**config.mk**
```make
export PLATFORM = sky130hd
export DESIGN_NAME = sigreplay
export DESIGN_NICKNAME = d
export VERILOG_FILES = /design/src/rtl/sigsrc_pkg.sv /design/src/rtl/sigreplay_ram.sv /design/src/rtl/sigreplay.sv
export SDC_FILE = /design/constraint.sdc
export NUM_CORES = 1
export LEC_CHECK = 0
export CAP_MARGIN = 20
export CORE_ASPECT_RATIO = 1.1
export CORE_UTILIZATION = 43
export CTS_BUF_LIST = sky130_fd_sc_hd__clkbuf_2 sky130_fd_sc_hd__clkbuf_4 sky130_fd_sc_hd__clkbuf_8
export DETAILED_ROUTE_END_ITERATION = 10
export HOLD_SLACK_MARGIN = 0.02
export SETUP_SLACK_MARGIN = 0.2
export SLEW_MARGIN = 20
export SYNTH_ARGS = -nofsm -noshare
export SYNTH_HDL_FRONTEND = slang
export SYNTH_HIERARCHICAL = 1
export SYNTH_SLANG_ARGS = --single-unit
```
**constraint.sdc**
```tcl
create_clock -name clock -period 3.8 [get_ports clock]
set_clock_uncertainty 0.15 [all_clocks]
set_input_delay 0.38 -clock clock [delete_from_list [all_inputs] [get_ports clock]]
set_output_delay 0.38 -clock clock [all_outputs]
set_load 0.01 [all_outputs]
```
**src/rtl/sigsrc_pkg.sv**
```systemverilog
// Shared constants and types for the correlator signal-source path
// (sigreplay capture/replay front end and sigsource).
package sigsrc_pkg;

  localparam int DEF_WIDTH = 12;
  localparam int DEF_COUNT = 15;
  localparam int DEF_CBITS = 4;
  localparam int DEF_TRATE = 6;
  localparam int DEF_TBITS = 3;

  typedef enum logic {
    ST_IDLE = 1'b0,
    ST_PLAY = 1'b1
  } replay_state_e;

endpackage

```
**src/rtl/sigreplay_ram.sv**
```systemverilog
// Simple dual-port sample store for both ping-pong banks: synchronous write,
// registered read. Addressed as {bank, cnt}, so the array is rounded up to a power of two.
module sigreplay_ram
  import sigsrc_pkg::*;
#(
  parameter int DW = 2 * DEF_WIDTH,
  parameter int AW = DEF_CBITS + 1
) (
  input  logic          clock,
  input  logic          we_i,
  input  logic [AW-1:0] waddr_i,
  input  logic [DW-1:0] wdata_i,
  input  logic          re_i,
  input  logic [AW-1:0] raddr_i,
  output logic [DW-1:0] rdata_o
);

  logic [DW-1:0] mem [2**AW];
  logic [DW-1:0] rdata_q;

  always_ff @(posedge clock) begin
    if (we_i) mem[waddr_i] <= wdata_i;
    if (re_i) rdata_q <= mem[raddr_i];
  end

  assign rdata_o = rdata_q;

endmodule

```
**src/rtl/sigreplay.sv**
```systemverilog
// Captures COUNT-sample I/Q blocks into a ping-pong buffer and replays each
// full block TRATE times as one framed, gap-free stream for the time-multiplexed MUX.
module sigreplay
  import sigsrc_pkg::*;
#(
  parameter int WIDTH = DEF_WIDTH,
  parameter int COUNT = DEF_COUNT,
  parameter int CBITS = DEF_CBITS,
  parameter int TRATE = DEF_TRATE,
  parameter int TBITS = DEF_TBITS
) (
  input  logic             clock,
  input  logic             reset,
  input  logic             valid_i,
  output logic             ready_o,
  input  logic [WIDTH-1:0] idata_i,
  input  logic [WIDTH-1:0] qdata_i,
  output logic             valid_o,
  output logic             first_o,
  output logic             last_o,
  output logic [TBITS-1:0] taddr_o,
  output logic [WIDTH-1:0] idata_o,
  output logic [WIDTH-1:0] qdata_o
);

  localparam int AW = CBITS + 1;
  localparam int DW = 2 * WIDTH;
  localparam logic [CBITS-1:0] CNT_LAST  = CBITS'(COUNT - 1);
  localparam logic [TBITS-1:0] PASS_LAST = TBITS'(TRATE - 1);

  logic [CBITS-1:0] wcnt_q, wcnt_d;
  logic             wbank_q, wbank_d;
  logic [1:0]       full_q, full_d;
  replay_state_e    state_q, state_d;
  logic             rbank_q, rbank_d;
  logic [CBITS-1:0] rcnt_q, rcnt_d;
  logic [TBITS-1:0] pass_q, pass_d;
  logic             s1_valid_q, s1_valid_d;
  logic             s1_first_q, s1_first_d;
  logic             s1_last_q, s1_last_d;
  logic [TBITS-1:0] s1_pass_q, s1_pass_d;
  logic             valid_q, valid_d;
  logic             first_q, first_d;
  logic             last_q, last_d;
  logic [TBITS-1:0] taddr_q, taddr_d;
  logic [WIDTH-1:0] idata_q, idata_d;
  logic [WIDTH-1:0] qdata_q, qdata_d;

  logic          accept;
  logic          cap_done;
  logic          rd_en;
  logic          frame_end;
  logic          other_full;
  logic          bank_release;
  logic [DW-1:0] ram_rdata;

  assign accept    = valid_i & ~full_q[wbank_q];
  assign cap_done  = accept & (wcnt_q == CNT_LAST);
  assign rd_en     = (state_q == ST_PLAY);
  assign frame_end = rd_en & (rcnt_q == CNT_LAST) & (pass_q == PASS_LAST);
  // A block finishing capture in the very cycle of the final read still counts,
  // so the next frame follows without a bubble.
  assign other_full = full_q[~rbank_q] | (cap_done & (wbank_q != rbank_q));

  sigreplay_ram #(
    .DW(DW),
    .AW(AW)
  ) u_ram (
    .clock  (clock),
    .we_i   (accept),
    .waddr_i({wbank_q, wcnt_q}),
    .wdata_i({idata_i, qdata_i}),
    .re_i   (rd_en),
    .raddr_i({rbank_q, rcnt_q}),
    .rdata_o(ram_rdata)
  );

  always_comb begin
    wcnt_d  = wcnt_q;
    wbank_d = wbank_q;
    full_d  = full_q;
    if (accept) begin
      if (cap_done) begin
        wcnt_d          = '0;
        wbank_d         = ~wbank_q;
        full_d[wbank_q] = 1'b1;
      end else begin
        wcnt_d = wcnt_q + 1'b1;
      end
    end
    if (bank_release) full_d[rbank_q] = 1'b0;
  end

  always_comb begin
    state_d      = state_q;
    rbank_d      = rbank_q;
    rcnt_d       = rcnt_q;
    pass_d       = pass_q;
    bank_release = 1'b0;
    case (state_q)
      ST_IDLE: begin
        if (full_q[rbank_q]) begin
          state_d = ST_PLAY;
          rcnt_d  = '0;
          pass_d  = '0;
        end
      end
      ST_PLAY: begin
        if (rcnt_q == CNT_LAST) begin
          rcnt_d = '0;
          if (pass_q == PASS_LAST) begin
            bank_release = 1'b1;
            rbank_d      = ~rbank_q;
            pass_d       = '0;
            if (!other_full) state_d = ST_IDLE;
          end else begin
            pass_d = pass_q + 1'b1;
          end
        end else begin
          rcnt_d = rcnt_q + 1'b1;
        end
      end
      default: state_d = ST_IDLE;
    endcase
  end

  // Framing travels alongside the RAM read, then lands in the output register.
  always_comb begin
    s1_valid_d = rd_en;
    s1_first_d = rd_en & (rcnt_q == '0) & (pass_q == '0);
    s1_last_d  = frame_end;
    s1_pass_d  = pass_q;
    valid_d    = s1_valid_q;
    first_d    = s1_valid_q & s1_first_q;
    last_d     = s1_valid_q & s1_last_q;
    taddr_d    = taddr_q;
    idata_d    = idata_q;
    qdata_d    = qdata_q;
    if (s1_valid_q) begin
      taddr_d = s1_pass_q;
      idata_d = ram_rdata[DW-1:WIDTH];
      qdata_d = ram_rdata[WIDTH-1:0];
    end
  end

  always_ff @(posedge clock) begin
    if (reset) begin
      wcnt_q     <= '0;
      wbank_q    <= 1'b0;
      full_q     <= '0;
      state_q    <= ST_IDLE;
      rbank_q    <= 1'b0;
      rcnt_q     <= '0;
      pass_q     <= '0;
      s1_valid_q <= 1'b0;
      s1_first_q <= 1'b0;
      s1_last_q  <= 1'b0;
      s1_pass_q  <= '0;
      valid_q    <= 1'b0;
      first_q    <= 1'b0;
      last_q     <= 1'b0;
      taddr_q    <= '0;
      idata_q    <= '0;
      qdata_q    <= '0;
    end else begin
      wcnt_q     <= wcnt_d;
      wbank_q    <= wbank_d;
      full_q     <= full_d;
      state_q    <= state_d;
      rbank_q    <= rbank_d;
      rcnt_q     <= rcnt_d;
      pass_q     <= pass_d;
      s1_valid_q <= s1_valid_d;
      s1_first_q <= s1_first_d;
      s1_last_q  <= s1_last_d;
      s1_pass_q  <= s1_pass_d;
      valid_q    <= valid_d;
      first_q    <= first_d;
      last_q     <= last_d;
      taddr_q    <= taddr_d;
      idata_q    <= idata_d;
      qdata_q    <= qdata_d;
    end
  end

  assign ready_o = ~full_q[wbank_q];
  assign valid_o = valid_q;
  assign first_o = first_q;
  assign last_o  = last_q;
  assign taddr_o = taddr_q;
  assign idata_o = idata_q;
  assign qdata_o = qdata_q;

endmodule
```
==> summary.md, run 1 <==
| Metric | Value |
|---|---|
| Largest net degree at the start of global routing | `106` |
| Final TNS setup | `0 ns` |
| Max_slew headroom | `0.353` |
| Synth Warn # | `6` |
| Max Root-Sink Buffers | `3` |
| Syn Inst Count | `1915` |
| DR iter-0 viols | `1534` |
| Crit Path Category | `reg2reg` |
| Final setup viols | `0` |
| Worst path buffer plus inverter count | `2` |
| DR WL/cell | `24.9 um` |
| CP endpoint kind | `register` |
| Critical path, cell by cell | `mux2_4 > inv_2 > and2_1 > or3b_2 > nor2_4 > buf_12` |
| Hold_ws | `0.0521 ns` |
| Clk Latency, worst-skew pair | `0.78 ns` |
| Fin. Hold Viols | `0` |
| Ys flop type | `edfxtp_1` |
| Max Cap Viol | `0` |
| Initial antenna violation count | `4` |
| CTS root buf | `clkbuf_8` |
| Synthesized area | `32800 um2` |
| First-pass GRT wire length | `117000 um` |
| Async S/R FF share, synth | `0` |
| Total GRT Usage | `0.209` |
| Lkg Pwr | `11.5 nW` |
| Number of global-route vias before repair | `17888` |
| Via Count | `17655` |
| CTS H-tree depth | `4` |
| CP top delay family | `simple AND/OR/NAND/NOR gates` |
| DRC | `0` |
| Congestion Overflow GR | `0` |
| CP max stage cell | `or3b_2` |
| Worst EP arrival | `3.49 ns` |
| FP Rows | `105` |
| Final nets | `2143` |
| Proportion of layout cells with a drive suffix above 1 | `0.169` |
| Top-Level Pins | `58` |
| Clk slew on worst S/H paths | `0.06 ns` |
| Slowest stage delay, CP | `0.71 ns` |
| Status | `completed` |
| Max-slew violations | `0` |
| TritonRoute pass-1 iters | `5` |
| Synthesized flop and latch total | `844` |
| Seq/Total Area, Yosys | `0.757` |
| EDFF count, synth | `792` |
| CTS Buf Count | `137` |
| Die area | `77400 um2` |
| Starting Density | `0.437` |
| PwrDens | `478 nW/um2` |
| Slew @ Worst Pin | `0.971 ns` |
| Netlist cell types | `49` |
| Period utilisation layout | `0.835` |
| Min-Delay Path Class | `in2reg` |
| Syn_area_per_cell | `17.1 um2` |
| Gpl congestion | `0.835` |
| Layout area overhead | `15.7%` |
| Post-synth net total | `1947` |
| RSZ-0062 raised after global routing | `false` |
| Peak supply drop | `0.308 mV` |
| F_max | `315 MHz` |
| Die Y | `292 um` |
| CTS tree | `yes` |
| Highest net fanout along the worst path | `13` |
| TritonCTS Sinks | `844` |
| Total Wirelength | `80300 um` |
| Via density per instance | `5.47` |
| ANT nets after route | `0` |
| Post-DP HPWL | `49500 um` |
| Startpoint types | `register` |
| WP data required | `4.12 ns` |
| Post-CTS sizing | `0` |
| Final min period | `3.17 ns` |
| Port bufs | `57` |
| Die width | `265 um` |
| Total core area | `75000 um2` |
==> Yosys cell counts (all sizes together) (2+ instances only) <==
cell      n  area share
dfxtp    52       0.032
mux2      3      0.0011
a22oi    72       0.016
buf      72       0.016
mux2i   413        0.13
clkbuf   38      0.0045
nand4     3     0.00076
edfxtp  792        0.73
ha        5      0.0019
or3       3     0.00076
nor2b     8      0.0015
nor2     63      0.0072
a22o     48       0.013
nand3    81       0.012
or3b      3     0.00080
inv       6     0.00069
nand2b    4     0.00076
nand3b   13      0.0030
a31oi    27      0.0052
a21oi    82       0.013
nand2    76      0.0087
and2      4     0.00076
nor3     25      0.0038
o21ai     2     0.00031
a211oi    2     0.00046
a311oi    3     0.00080
a21o      2     0.00046
==> report_power, final <==
group / internal [mW] / switching [mW] / total [mW]
clock: 4.11 / 3.41 / 7.52
combinational: 0.0931 / 0.276 / 0.369
sequential: 10.2 / 0.0150 / 10.2
==> registers in the layout, indices dropped and copies added, names as in the netlist, 2 cells and up <==
signal / count
qdata_o: 12
full_q: 2
taddr_o: 3
pass_q: 3
rcnt_q: 4
u_ram/rdata_o: 24
wcnt_q: 4
idata_o: 12
s1_pass_q: 3
u_ram/mem: 768
==> routing by layer <==
metal  wire, um  global-route usage
met5         29                   0
met4       2430              0.0836
met3       3680              0.0406
met2      40800               0.353
met1      33300               0.265
==> worst paths after layout <==
kind                            depth (start not counted)               end  slack (ns)       start
worst max-delay path                                    6  u_ram/mem[16][4]        0.63     wbank_q
worst min-delay path                                    1   u_ram/mem[4][6]        0.05  qdata_i[6]
worst max register to register                          6  u_ram/mem[16][4]        0.63     wbank_q
worst min register to register                          1            last_o        0.27   s1_last_q
==> logic make-up after synthesis <==
kind of cell	Yosys count	synth area share
flip-flops	844	0.757
buffers and inverters	116	0.0212
multiplexers	416	0.127
AND/OR/NAND/NOR	292	0.0427
XOR/XNOR	1	0.000267
AO/OA/AOI/OAI	241	0.0499
adder cells (fa/ha/maj)	5	0.00191
==> area by class of cell <==
| cell class | count | area [um2] |
|---|---|---|
| Sequential cell | 844 | 24800 |
| Fill cell | 6112 | 37100 |
| Clock inverter | 40 | 215 |
| Clock buffer | 200 | 2400 |
| Multi-Input combinational cell | 955 | 7540 |
| Timing Repair Buffer | 167 | 1650 |
| Tap cell | 1016 | 1270 |
| Inverter | 6 | 22.5 |
| Antenna cell | 1 | 2.50 |
==> cell usage in the layout, fill, tap and decap left out, types with 5 or more instances in the layout <==
cell / synthesis / routed
clkbuf_4: 1 / 56
a22oi_1: 72 / 72
nor3_1: 25 / 25
clkbuf_8: 0 / 144
clkdlybuf4s50_1: 0 / 51
a31oi_1: 27 / 27
clkinv_1: 0 / 29
nor2_1: 63 / 30
dfxtp_1: 52 / 49
nand2_1: 76 / 76
buf_4: 13 / 84
edfxtp_1: 792 / 792
a21oi_1: 82 / 82
nand3_1: 81 / 81
buf_12: 0 / 22
ha_1: 5 / 5
inv_1: 5 / 5
a22o_1: 48 / 48
mux2i_1: 413 / 413
nor2b_1: 8 / 6
buf_2: 33 / 6
nor2_4: 0 / 33
nand3b_1: 13 / 13
==> timing repair <==
action,4_1_cts,5_1_grt
setup buffers,0,0
hold buffers,2,2
hold endpoints to repair,26,55
==> through the flow <==
stage	total power [mW]	cells	utilization	setup slack, ns	cell area, um2
final	18.1	3229	0.506	0.626	37900
after global placement	10.8	2984	0.470	0.739	35300
after floorplan	10.5	1915	-	0.390	32800
after detailed placement	10.8	2984	0.470	0.666	35300
after global routing	18.7	3229	0.506	0.554	37900
after CTS	18.3	3226	0.506	0.648	37900
No activity file was read; power rests on OpenSTA's default activity.
==> run 2: changes to the inputs <==
- clock period: 3.8 -> 3.28 ns (I/O delays scaled with it)
==> run 2 against run 1 <==
  * Core utilization is 0.32 points higher
  * Sequential cell count stayed put
  * Design area is 0.63% higher
  * Total power is 17% higher
  * Via count is 0.42% lower
  * Cell count is 0.81% higher
  * Sequential share of layout area is 0.41 points lower
  * Largest cell class unchanged
==> summary.md, run 2 (synthesis gave the netlist of run 1 again) <==
| Metric | Value |
|---|---|
| WP data required | `2.80 ns (-1.32 ns)` |
| Final nets | `2160 (+0.79%)` |
| FP Rows | `105 (unchanged)` |
| Status | `completed` |
| Final setup viols | `0 (unchanged)` |
| CTS tree | `yes` |
| Max-slew violations | `0 (unchanged)` |
| Highest net fanout along the worst path | `13 (unchanged)` |
| Met3 usage | `0.0423 (+0.00169)` |
| CP endpoint kind | `output pin` |
| Hold_ws | `0.190 ns (+0.138 ns)` |
| F_max | `339 MHz` |
| Met1 global-route usage | `0.264 (-0.000928)` |
| Slew @ Worst Pin | `1.02 ns (+0.0454 ns)` |
| DR iter-0 viols | `1321 (-14%)` |
| Die width | `265 um (unchanged)` |
| Final TNS setup | `0 ns (unchanged)` |
| Highest-count cells in the layout ignoring fill and taps | `edfxtp_1 (792), mux2i_1 (413), clkbuf_8 (140)` |
| Congestion Overflow GR | `0 (unchanged)` |
| Post-CTS Setup Repair Bufs | `0 (unchanged)` |
| ANT nets after route | `0 (unchanged)` |
| Clk Latency, worst-skew pair | `0.79 ns (about the same)` |
| Crit Path Category | `reg2out` |
| Largest net degree at the start of global routing | `44 (-58%)` |
| DR WL/cell | `24.4 um (-1.7%)` |
| CTS H-tree depth | `4 (unchanged)` |
| Min-Delay Path Class | `in2reg` |
| Die area | `77400 um2 (unchanged)` |
| Lkg Pwr | `11.6 nW (+1.0%)` |
| CTS root buf | `clkbuf_8` |
| Instance area at placement | `35500 um2 (+0.57%)` |
| TritonCTS Sinks | `844 (unchanged)` |
| Total Wirelength | `79500 um (-0.91%)` |
| Post-layout util | `0.509 (+0.00318)` |
| Clk slew on worst S/H paths | `0.06 ns (about the same)` |
| Leading cell type in the layout, fill and taps excluded | `edfxtp_1` |
| Gr busiest metal | `met2` |
| PwrDens | `554 nW/um2 (+16%)` |
| Post-Place Setup Slack | `0.450 ns (-0.217 ns)` |
| Largest reg by FF count | `u_ram/mem` |
| First-pass GRT wire length | `117000 um (about the same)` |
| GR Layer Usage met2 | `0.346 (-0.00690)` |
| Die Y | `292 um (unchanged)` |
| Starting Density | `0.437 (unchanged)` |
| Period utilisation layout | `0.900` |
| DRC | `0 (unchanged)` |
| Max Cap Viol | `0 (unchanged)` |
| Via density per instance | `5.40 (-1.2%)` |
| Total GRT Usage | `0.208 (-0.000845)` |
| TritonRoute pass-1 iters | `5 (unchanged)` |
| Post-DP HPWL | `49900 um (+0.79%)` |
| Power Total | `21.1 mW (+17%)` |
| Max reg flops | `768 (unchanged)` |
| Via Count | `17580 (-0.42%)` |
| Non-Filler Instances | `3255 (+0.81%)` |
| Worst EP arrival | `2.47 ns (-1.02 ns)` |
| Layout area overhead | `16.4%` |
| Max_slew headroom | `0.320 (-0.0324)` |
| Fin. Hold Viols | `0 (unchanged)` |
| Area taken by multi-input logic gates | `7540 um2 (unchanged)` |
| Peak supply drop | `0.302 mV (-1.9%)` |
| Gpl congestion | `0.792 (-5.1%)` |
| Final min period | `2.95 ns` |
| RSZ-0062 raised after global routing | `false` |
| Proportion of layout cells with a drive suffix above 1 | `0.176 (+0.00737)` |
| Startpoint types | `register` |
| Storage element area | `24800 um2 (unchanged)` |
| Number of global-route vias before repair | `17990 (+0.57%)` |
| Total core area | `75000 um2 (unchanged)` |
| Final Instance Area | `38200 um2 (+0.63%)` |
| Top-Level Pins | `58 (unchanged)` |
| Port bufs | `57 (unchanged)` |
| CTS Buf Count | `137 (unchanged)` |
| Fillers | `6130 (+0.29%)` |
| Placed Instances | `3004 (+0.67%)` |
| Final worst slack | `0.329 ns (-0.297 ns)` |
| Max Root-Sink Buffers | `3 (unchanged)` |
| Initial antenna violation count | `5 (+1)` |
## run 2: cell types whose count changed in the layout (fill, tap and decap cells not counted), moves of 4 or more
cell | previous run | this run
clkbuf_8 | 144 | 140
diode_2 | 1 | 6
clkbuf_4 | 56 | 46
inv_8 | 1 | 5
clkdlybuf4s50_1 | 51 | 56
buf_4 | 84 | 101
clkinv_2 | 3 | 13
buf_2 | 6 | 1
## run 2: final timing paths
path	from	to	slack (ns)	depth (start not counted)
hold reg to reg	s1_last_q	last_o	0.28	1
setup reg to reg	wbank_q	u_ram/mem[20][2]	0.44	6
hold / removal	valid_i	wcnt_q[0]	0.19	3
setup / recovery	wbank_q	ready_o	0.33	4
## run 2: power breakdown
group	internal [mW]	switching, mW	total, mW	leakage (nW)
registers	11.8	0.0167	11.8	7.55
clock network	4.76	4.09	8.86	1.40
logic	0.115	0.327	0.442	2.63
## run 2: cell type report
type	instances	area share
Clock buffer	186	0.0595
Tap cell	1016	0.0333
Inverter	6	0.000590
Clock inverter	58	0.0102
Multi-Input combinational cell	955	0.198
Timing Repair Buffer	184	0.0480
Sequential cell	844	0.650
Antenna cell	6	0.000393
## run 2: critical path, cell delays in order (launching register included)
cell	delay [ns]
dfxtp_1	0.57
mux2_4	0.37
inv_2	0.06
buf_4	0.15
clkdlybuf4s50_1	0.55
## run 2: timing repair
item | CTS | global route
endpoints found under the hold margin | 19 | 0
resized for setup | 0 | 0
hold buffers | 1 | 0
## run 2: routing by layer
layer	part of all wire	up-vias
met3	0.049	125
met1	0.42	8949
met4	0.036	2
met2	0.50	506
met5	0.00014	-
li1	-	7998
==> patch 1, RTL diff (config.mk and constraints of run 1) <==
The package constant `DEF_WIDTH` goes from 12 to 16.
--- a/src/rtl/sigsrc_pkg.sv
+++ b/src/rtl/sigsrc_pkg.sv
@@ -2,7 +2,7 @@
 // (sigreplay capture/replay front end and sigsource).
 package sigsrc_pkg;
 
-  localparam int DEF_WIDTH = 12;
+  localparam int DEF_WIDTH = 16;
   localparam int DEF_COUNT = 15;
   localparam int DEF_CBITS = 4;
   localparam int DEF_TRATE = 6;
Interface: changed (resized idata_i, idata_o, qdata_i and qdata_o); port bits go from 58 to 74. No check against the original RTL was run, so the function may have changed too.
==> patch 1 against run 1 <==
  * Setup slack worse by 0.14 ns
  * Wire length rose by 26%
  * Cell count up 28%
  * Synthesized area grew 32%
  * Die area up 31%
  * First-iteration DRC count grew 27%
  * Critical path depth unchanged
  * Sequential cell count is 272 higher
  * Power increased by 30%
  * Sequential power is 32% higher
  * Critical endpoint is now u_ram/mem[12][19]
  * Largest power group unchanged
  * Cell area grew 30%
  * Highest routed layer is now met4
  * Combinational power grew 25%
  * Synthesized cell count grew 30%
  * Core utilization fell by 0.79 points
==> patch 1: results (changes against run 1) <==
* Cell-internal power at 18.6 mW (+29%)
* DP HPWL at 57.9 mm (+17%)
* Number of I/O port buffers at 73 (+28%)
* Worst r2r dst: u_ram/mem[12][19]
* Status: completed
* Fmax at 301 MHz (-4.4%)
* TritonCTS buffer count at 169 (+23%)
* Largest net degree at the start of global routing at 78 (-26%)
* Crit path max fanout at 20 (+7)
* Aggregate routed wire length at 101 mm (+26%)
* Arr. time, crit path at 3.69 ns (+0.20 ns)
* Commonest cells post-synth: 1056 x edfxtp_1, 549 x mux2i_1, 106 x a21oi_1, 105 x nand3_1, 99 x nand2_1
* Number of synthesized flops with an enable pin at 1056 (+33%)
* Layout cells sized above 1 at 15.1% (-1.7 points)
* Worst vdd ir at 0.000302 V (-1.7%)
* Mapped Nets at 2530 (+30%)
* Fin Hold WS at 0.210 ns (+0.158 ns)
* Largest cells by area after synthesis: edfxtp_1 73%, mux2i_1 13%, dfxtp_1 2.8%
* Layout Nets at 2747 (+28%)
* Number of global-route vias before repair at 23504 (+31%)
* Yosys cell types at 48 (-2.0%)
* Leak pwr at 14.9 nW (+30%)
* Post-synthesis sequential area ratio at 76.2% (+0.51 points)
* Vias/cell at 5.54 (+1.3%)
* Fill count at 8174 (+34%)
* Relative slew slack at 39.0% (+3.8 points)
## patch 1: worst min path at each step
stage | startpoint | end | depth (start not counted)
floorplan | s1_first_q | first_o | 1
global placement | s1_last_q | last_o | 1
detailed placement | s1_last_q | last_o | 1
CTS | valid_i | wcnt_q[0] | 3
global route | valid_i | wcnt_q[0] | 3
finish | valid_i | wcnt_q[0] | 3
## patch 1: cell type report
| cell class | instances | area [sq um] | area share [%] |
|---|---|---|---|
| clock buffer | 229 | 2780 | 5.63 |
| antenna | 3 | 7.51 | 0.0152 |
| sequential | 1116 | 32900 | 66.6 |
| timing repair buffer | 187 | 1920 | 3.88 |
| multi-input combinational | 1227 | 9680 | 19.6 |
| clock inverter | 74 | 503 | 1.02 |
| tap | 1291 | 1620 | 3.27 |
| inverter | 6 | 22.5 | 0.0456 |
## patch 1: metal layers
metal	up-vias	track usage (%)	share of wire, %
met4	0	6.35	2.2
met3	148	3.83	6.2
met5	-	0	0
li1	10289	-	-
met2	747	33.7	49
met1	11705	26.0	42
## patch 1: power groups by stage
stage | Clock, mW | Sequential (mW) | Combinational (mW)
after floorplan | 0 | 13.8 | 0.116
after global placement | 0 | 13.8 | 0.448
after detailed placement | 0 | 13.8 | 0.463
after CTS | 9.76 | 13.5 | 0.465
after global routing | 10.2 | 13.5 | 0.496
final | 9.54 | 13.5 | 0.463
## patch 1: kinds of logic (layout without fill, tap and decap cells)
family          after synthesis  after routing  synth area share (%)
flops                      1116           1116                  76.2
mux                         553            553                  12.8
simple gates                356            356                  3.88
compound gates              312            312                  4.90
buf+inv                     147            496                  2.02
fa+ha+maj                     5              5                 0.145
xor+xnor                      1              1                0.0203
other cells                   0              3                     0
## patch 1: tightest hold or removal path, delay by kind of cell
family / cells / cell delay [ns]
simple gates: 1 / 0.14
compound gates: 1 / 0.07
buf+inv: 1 / 0.54
## patch 1: metrics by stage
| step | instance area [sq um] | std cells | power [mW] |
|---|---|---|---|
| floorplan | 43200 | 2490 | 13.9 |
| global placement | 46100 | 3819 | 14.2 |
| detailed placement | 46100 | 3819 | 14.3 |
| CTS | 49400 | 4124 | 23.8 |
| global route | 49400 | 4131 | 24.3 |
| finish | 49400 | 4133 | 23.5 |
## patch 1: what timing repair did
action | in CTS | in global routing
endpoints found under the hold margin | 54 | 192
setup endpoints to repair | 0 | 0
hold buffers | 2 | 6
==> patch 2, RTL diff (config.mk and constraints of run 1) <==
Made on the original files. One comparison of `rcnt_q` changes from == to >=.
--- a/src/rtl/sigreplay.sv
+++ b/src/rtl/sigreplay.sv
@@ -57,7 +57,7 @@
   assign accept    = valid_i & ~full_q[wbank_q];
   assign cap_done  = accept & (wcnt_q == CNT_LAST);
   assign rd_en     = (state_q == ST_PLAY);
-  assign frame_end = rd_en & (rcnt_q == CNT_LAST) & (pass_q == PASS_LAST);
+  assign frame_end = rd_en & (rcnt_q >= CNT_LAST) & (pass_q == PASS_LAST);
   // A block finishing capture in the very cycle of the final read still counts,
   // so the next frame follows without a bubble.
   assign other_full = full_q[~rbank_q] | (cap_done & (wbank_q != rbank_q));
Check against the original RTL: no difference found for any inputs over 10 cycles, from zero or initial values and one cycle with reset high; that may be too few to reach the edited logic, so the function may still have changed.
==> patch 2 against run 1 <==
  * Fmax decreased by 6.2%
  * Power about the same
  * Sequential share of layout area up 0.48 points
  * Setup slack got worse by 0.21 ns
  * Core utilization fell by 0.37 points
  * Non-clock buffer count shrank 25
  * Cell area down 0.72%
  * Synthesized area about the same
  * Synthesized cell count about the same
  * Wire length fell by 5.7%
  * Sequential cell count did not move
  * Hold slack gained 0.030 ns
  * Largest power group unchanged
  * Highest routed layer unchanged
==> patch 2: results (changes against run 1) <==
* Number of I/O port buffers at 57 (unchanged)
* CTS Hold Buffers Added at 1 (-1)
* Non-filler cells, final at 3207 (-0.68%)
* Synth Area in Adders at 0.191% (about the same)
* Placed Cells incl. Taps at 2959 (-0.84%)
* Reg2Reg Depth at 6 (unchanged)
* Clock slew at reported path FFs at 0.06 ns (about the same)
* Aggregate routed wire length at 75.7 mm (-5.7%)
* Status: completed
* Met3 routed WL at 5.86 mm (+59%)
* DP Worst Slack at 0.479 ns (-0.187 ns)
* Area of the multi-input gates at 7510 sq um (-0.45%)
* Mapped Cells at 1916 (+0.052%)
* Post-synthesis sequential area ratio at 75.7% (about the same)
* Synth warn at 6 (unchanged)
* GPL Wtd Cong at 0.807 (-3.3%)
* XOR/XNOR Fraction of Synth Area at 0.0267% (about the same)
* DRT met1 WL at 31.5 mm (-5.6%)
* Vias/cell at 5.37 (-1.8%)
* Clk_lat worst skew at 0.79 ns
* Global-route wire length before repair at 112 mm (-4.3%)
* Met1 usage at 26.0% (-0.46 points)
* Leak pwr at 11.3 nW (-1.3%)
* Fill count at 6155 (+0.70%)
* Hold Path Depth at 1 (unchanged)
* Hold Startpoint: qdata_i[6]
* Layout Nets at 2118 (-1.2%)
* GR Util All Layers at 19.8% (-1.1 points)
* Layout cells sized above 1 at 15.8% (-1.1 points)
* Post-DP Area at 35000 sq um (-0.80%)
* Met2 routed WL at 36.8 mm (-9.6%)
* Post-synthesis mux area share at 12.7% (about the same)
* Commonest cells post-synth: 792 x edfxtp_1, 414 x mux2i_1, 82 x nand3_1, 81 x a21oi_1, 75 x nand2_1
* Arr. time, crit path at 3.69 ns (+0.20 ns)
* Htree depth at 4 (unchanged)
* Setup Crit Path Kind: flip-flop to flip-flop
* Relative slew slack at 34.2% (-1.1 points)
* Met3 usage at 4.93% (+0.87 points)
* 1st-iter DRT viols at 1455 (-5.1%)
* Post-CTS Setup Bufs at 0 (unchanged)
* Yosys cell types at 44 (-10%)
* Hold/Removal Path Class: input port to flip-flop
* Crit path max fanout at 13 (unchanged)
* Largest net degree at the start of global routing at 84 (-21%)
* Drt pass-1 iters at 5 (unchanged)
* Initial antenna violation count at 3 (-1)
* M2 GR Usage at 32.1% (-3.2 points)
* Uppermost layer routed: met5
* Largest cells by area after synthesis: edfxtp_1 73%, mux2i_1 13%, dfxtp_1 3.2%
* Synth Area in Compound Gates at 5.03% (+0.034 points)
* Reg with most FFs: u_ram/mem
* Clk buf depth at 3 (unchanged)
* Worst vdd ir at 0.000288 V (-6.3%)
* TritonCTS buffer count at 137 (unchanged)
* Number of global-route vias before repair at 17933 (+0.25%)
* DP HPWL at 44.6 mm (-9.9%)
* Worst r2r src: wbank_q
## patch 2: power breakdown
group | total, mW | switching [mW] | internal [mW]
combinational | 0.366 | 0.279 | 0.0873
clock | 7.54 | 3.45 | 4.08
sequential | 10.2 | 0.0140 | 10.2
## patch 2: critical path, cell delays in order (launching register included)
cell and delay [ns]:
dfxtp_1 0.58, mux2_4 0.37, inv_2 0.15, and2_1 0.28
or3b_2 0.74, nor2_4 0.47, buf_4 0.31
## patch 2: cell type report
type | count | area share, %
antenna | 1 | 0.00664
timing repair buffer | 142 | 3.70
multi-input combinational | 954 | 19.9
inverter | 7 | 0.0698
tap | 1016 | 3.37
clock buffer | 189 | 6.16
sequential | 844 | 65.9
clock inverter | 54 | 0.827
## patch 2: path summary, 6_finish.rpt
check | endpoint | slack (ns)
setup reg to reg | u_ram/mem[20][18] | 0.42
setup / recovery | u_ram/mem[20][18] | 0.42
hold / removal | u_ram/mem[2][6] | 0.08
hold reg to reg | first_o | 0.28
